$ cat config.mk
export PLATFORM = sky130hd
export DESIGN_NAME = chroma_upsample_stream
export DESIGN_NICKNAME = d
export VERILOG_FILES = /design/src/rtl/chroma_upsample_stream.sv
export SDC_FILE = /design/constraint.sdc
export NUM_CORES = 2
export LEC_CHECK = 0
export CORE_AREA = 2 2 459 461
export CTS_BUF_LIST = sky130_fd_sc_hd__clkbuf_16
export CTS_CLUSTER_DIAMETER = 120
export CTS_CLUSTER_SIZE = 30
export DETAILED_ROUTE_END_ITERATION = 8
export DIE_AREA = 0 0 461 463
export PLACE_DENSITY = 0.49
export REMOVE_ABC_BUFFERS = 1
export SLEW_MARGIN = 15
export SYNTH_ARGS = -nofsm -noshare
export SYNTH_HDL_FRONTEND = slang
export SYNTH_SLANG_ARGS = --single-unit
$ cat constraint.sdc
create_clock -name clk -period 4.15 [get_ports clk]
set_input_delay 0.83 -clock clk [delete_from_list [all_inputs] [get_ports clk]]
set_output_delay 0.83 -clock clk [all_outputs]
set_load 0.05 [all_outputs]
$ cat src/rtl/chroma_upsample_stream.sv
// Chroma upsampler for 8x8 sample blocks. Each accepted block is held in a
// one-block buffer and replayed as 1, 2 or 4 output blocks, with every
// source sample replicated horizontally (4:2:2) or in both directions
// (4:2:0). Luma and 4:4:4 blocks pass straight through as a single block.
module chroma_upsample_stream #(
  parameter int DW  = 9,
  // Enough bits for the three channel ids Y, Cb and Cr.
  parameter int CHW = $clog2(3 + 1)
) (
  input  logic                      clk,
  input  logic                      rst_n,
  input  logic [1:0]                mode,
  input  logic [CHW-1:0]            ch_in,
  input  logic                      valid_in,
  output logic                      ready_in,
  input  logic [7:0][7:0][DW-1:0]   block_in,
  output logic                      valid_out,
  input  logic                      ready_out,
  output logic [7:0][7:0][DW-1:0]   block_out,
  output logic [1:0]                blk_idx,
  output logic [CHW-1:0]            ch_out,
  output logic                      last_out
);

  typedef enum logic {IDLE, EMIT} state_t;
  // Upsampling factor latched with the block: number of output blocks.
  typedef enum logic [1:0] {UP1, UP2, UP4} up_t;

  state_t                    state_q, state_d;
  up_t                       up_q, up_d;
  logic [1:0]                blk_q, blk_d;
  logic [CHW-1:0]            ch_q, ch_d;
  logic [7:0][7:0][DW-1:0]   buf_q, buf_d;

  logic is_last;
  logic fire_out;
  logic accept;

  // Last-block detection for the latched upsampling factor.
  always_comb begin
    is_last = 1'b0;
    case (up_q)
      UP1:     is_last = (blk_q == 2'd0);
      UP2:     is_last = (blk_q == 2'd1);
      default: is_last = (blk_q == 2'd3);
    endcase
  end

  assign valid_out = (state_q == EMIT);
  assign fire_out  = valid_out && ready_out;
  // Accepting on the last handshake lets a new block follow with no bubble.
  assign ready_in  = (state_q == IDLE) || (fire_out && is_last);
  assign accept    = valid_in && ready_in;

  // Next-state logic: accept has priority over finishing the current block.
  always_comb begin
    // NOTE: every signal gets a default first, so no path can leave one
    // unassigned and infer a latch.
    state_d = state_q;
    up_d    = up_q;
    blk_d   = blk_q;
    ch_d    = ch_q;
    buf_d   = buf_q;
    if (accept) begin
      state_d = EMIT;
      blk_d   = 2'd0;
      ch_d    = ch_in;
      buf_d   = block_in;
      if (ch_in == '0 || mode == 2'b00 || mode == 2'b11) begin
        up_d = UP1;
      end else if (mode == 2'b01) begin
        up_d = UP2;
      end else begin
        up_d = UP4;
      end
    end else if (fire_out && is_last) begin
      state_d = IDLE;
      blk_d   = 2'd0;
    end else if (fire_out) begin
      blk_d = blk_q + 2'd1;
    end
  end

  // State and buffer registers.
  always_ff @(posedge clk or negedge rst_n) begin
    // NOTE: the block buffer is reset along with the control state so a
    // reset leaves no stale samples behind; it is a register bank, not RAM.
    if (!rst_n) begin
      state_q <= IDLE;
      up_q    <= UP1;
      blk_q   <= 2'd0;
      ch_q    <= '0;
      buf_q   <= '0;
    end else begin
      // NOTE: non-blocking assignments so all flops update together from
      // the values computed before the edge.
      state_q <= state_d;
      up_q    <= up_d;
      blk_q   <= blk_d;
      ch_q    <= ch_d;
      buf_q   <= buf_d;
    end
  end

  // Output mapping: pick the source sample for each output position;
  // blk_q[1] selects the bottom half, blk_q[0] the right half.
  always_comb begin
    logic [2:0] sr;
    logic [2:0] sc;
    block_out = '0;
    blk_idx   = 2'd0;
    ch_out    = '0;
    last_out  = 1'b0;
    sr        = 3'd0;
    sc        = 3'd0;
    if (valid_out) begin
      blk_idx  = blk_q;
      ch_out   = ch_q;
      last_out = is_last;
      for (int r = 0; r < 8; r++) begin
        for (int c = 0; c < 8; c++) begin
          case (up_q)
            UP1: begin
              sr = 3'(r);
              sc = 3'(c);
            end
            UP2: begin
              sr = 3'(r);
              sc = {blk_q[0], 2'(c >> 1)};
            end
            default: begin
              sr = {blk_q[1], 2'(r >> 1)};
              sc = {blk_q[0], 2'(c >> 1)};
            end
          endcase
          block_out[r][c] = buf_q[sr][sc];
        end
      end
    end
  end

endmodule

==> results.json <==
{
  "status": "finished clean",
  "relSlewSlack_pct": 36.19,
  "syn_area_sq_um": 40310,
  "worst_path_max_delay_cell": "dfrtp_4",
  "critPathMaxFanout": 50,
  "netlist_instances": 4347,
  "drtIter0Drc": 3727,
  "numPortBuffers": 1166,
  "max_stage_delay_ns": 0.58,
  "grt.met1_usage_pct": 29.09,
  "dr.pass1.iters": 6,
  "finalCritPeriodShare_pct": 97.97,
  "min_path_type": "input port to asynchronous set/reset pin",
  "crit_chain": "inv_6 > nor2_4 > buf_12 > buf_4 > a221oi_1 > buf_4 > buf_4",
  "grt_pass1_wl_mm": 355.2,
  "cts.sinks": 583,
  "fin_skew_ns": 0.06085,
  "worstSetupEndpointType": "output port",
  "nets": 5963,
  "dieArea_sq_um": 213400,
  "core_area_sq_um": 208500,
  "io_pins": 1167,
  "grt_pass1_vias": 40986,
  "grt_usage_pct": 23.61,
  "layout-drive-gt1-share_pct": 25.62,
  "routed_wl_mm": 261.8,
  "hold_violations": 0,
  "crit_type": "register to output port",
  "synth_top_flop_cell": "dfrtp_1",
  "fp.dieW_um": 461,
  "nFillCells": 21816,
  "clock_latency_ns": 0.69,
  "crit_arrival_ns": 3.24,
  "cts_root_buf": "clkbuf_16",
  "drc": 0,
  "synth-seq-cells": 583,
  "cts_made_buffers": 36,
  "period_minus_slack_ns": 4.066,
  "use_met3_pct": 6.028,
  "synthArstFlopShare_pct": 100.0,
  "regArea_sq_um": 14610,
  "setup_viol": 0,
  "grt.busiest_layer": "met2",
  "cp_common_cell": "buf_4",
  "cts_max_level": 2,
  "grt_max_degree": 103,
  "max_clock_freq_mhz": 245.9,
  "wl_per_cell_um": 31.72,
  "multi_input_area_sq_um": 23910,
  "via_count": 41100,
  "cts_tree": "yes",
  "ys_types": 50,
  "ant_nets": 0,
  "maxCapViolations": 0,
  "finalSetupTns_ns": 0,
  "grt_overflow_total": 0,
  "cp-start-kind": "register",
  "clk_pin_slew_worst_paths_ns": 0.12,
  "areaGrowthSynthToFinish_pct": 53.73,
  "met2_usage_pct": 39.26,
  "vias_per_cell": 4.980,
  "maxSlewViolCount": 0,
  "ys_warn_count": 0,
  "synth-edff-count": 0,
  "syn_area_per_cell_sq_um": 9.273,
  "antenna_found_initial": 67,
  "dp_hpwl_mm": 205.2,
  "synth-seq-area-share_pct": 36.19,
  "start_util_pct": 19.33,
  "clk_path_buf_depth": 3,
  "die_y_um": 463,
  "tightest_slew_ns": 0.9572,
  "gp_congestion": 0.9248,
  "placementRows": 168,
  "cp_data_required_time_ns": 3.32
}
## critical path: cells and delay by family (launching register included)
kind,cells,cell delay (ns)
simple gates,1,0.13
compound gates,1,0.33
buf+inv,5,1.32
flops,1,0.58
## cells in the mapped netlist (84+ instances only)
cell type / instances / share of area [%]
dfrtp_1: 583 / 36
nor3_1: 84 / 1.0
o21ai_0: 272 / 3.4
nand2_1: 228 / 2.1
mux2_1: 200 / 5.6
nor2_1: 752 / 7.0
a211oi_1: 160 / 3.0
mux2_2: 454 / 13
mux2i_1: 431 / 11
buf_2: 106 / 1.3
o21a_1: 179 / 3.3
a21oi_1: 160 / 2.0
clkbuf_1: 217 / 2.0
## final timing paths
path | endpoint | cells after the start | slack (ns) | startpoint
setup / recovery | block_out[201] | 7 | 0.08 | blk_q[0]
hold / removal | blk_q[1] | 1 | 0.19 | rst_n
setup reg to reg | buf_q[76] | 9 | 0.79 | up_q[1]
hold reg to reg | ch_q[1] | 1 | 0.52 | ch_q[1]
max in group asynchronous | buf_q[381] | 2 | 2.89 | rst_n
min in group clk | ch_q[1] | 1 | 0.52 | ch_q[1]
## routing by layer
metal / wire (um) / share of wire (%) / up-vias
li1: - / - / 17866
met1: 105300 / 40 / 20783
met2: 124400 / 48 / 2058
met3: 21620 / 8.3 / 365
met4: 10370 / 4.0 / 28
met5: 189 / 0.072 / -
## metrics by stage
step | instances | hold WS [ns] | utilization (%) | setup slack, ns | cell area [sq um]
CTS | 8203 | 0.1846 | 29.62 | 0.0004856 | 61770
global placement | 8129 | 0.4867 | 28.86 | 0.2155 | 60190
global route | 8242 | 0.1839 | 29.70 | -0.00008460 | 61940
detailed placement | 8129 | 0.4932 | 28.86 | 0.2057 | 60190
floorplan | 3926 | 0.4732 | - | -41.09 | 38300
finish | 8253 | 0.1877 | 29.72 | 0.08406 | 61970
## cells by family after synthesis
kind of cell | count (synthesis) | synth area share [%]
and+or+nand+nor | 1138 | 11.32
buffers and inverters | 425 | 5.022
DFF | 583 | 36.19
adders and majority gates | 1 | 0.03104
muxes | 1085 | 28.97
AOI/OAI and AO/OA | 1115 | 18.46
## flip-flops by register name, indices dropped and copies added, names as in the netlist
name,flops
blk_q,2
up_q,2
buf_q,576
valid_out,1
ch_q,2
## area by class of cell
cell class | instances | area share, %
Clock inverter | 26 | 0.6784
Timing Repair Buffer | 1414 | 29.79
Clock buffer | 37 | 1.494
Multi-Input combinational cell | 3339 | 38.58
Sequential cell | 583 | 23.57
Tap cell | 2805 | 5.664
Antenna cell | 45 | 0.1817
Inverter | 4 | 0.03433
## what timing repair did
item | CTS | global route
buffers inserted | 11 | 5
pin swaps | 0 | 1
gates resized for setup | 28 | 10
setup endpoints to repair | 147 | 12
hold buffers | 0 | 0
## cells in the final DEF (no fill, tap or decap), types with 157 or more instances in the layout
master and instances:
nor2_1 745, clkdlybuf4s50_1 589, dfrtp_1 578, buf_12 506, mux2_2 454, mux2i_1 429, buf_4 311, o21ai_0 271
nand2_1 224, mux2_1 200, o21a_1 179, a21oi_1 158, a211oi_1 157
Power is left out: the tool's default activity adds up to more than one toggle a clock period on the data nets, which glitch-free logic cannot reach.
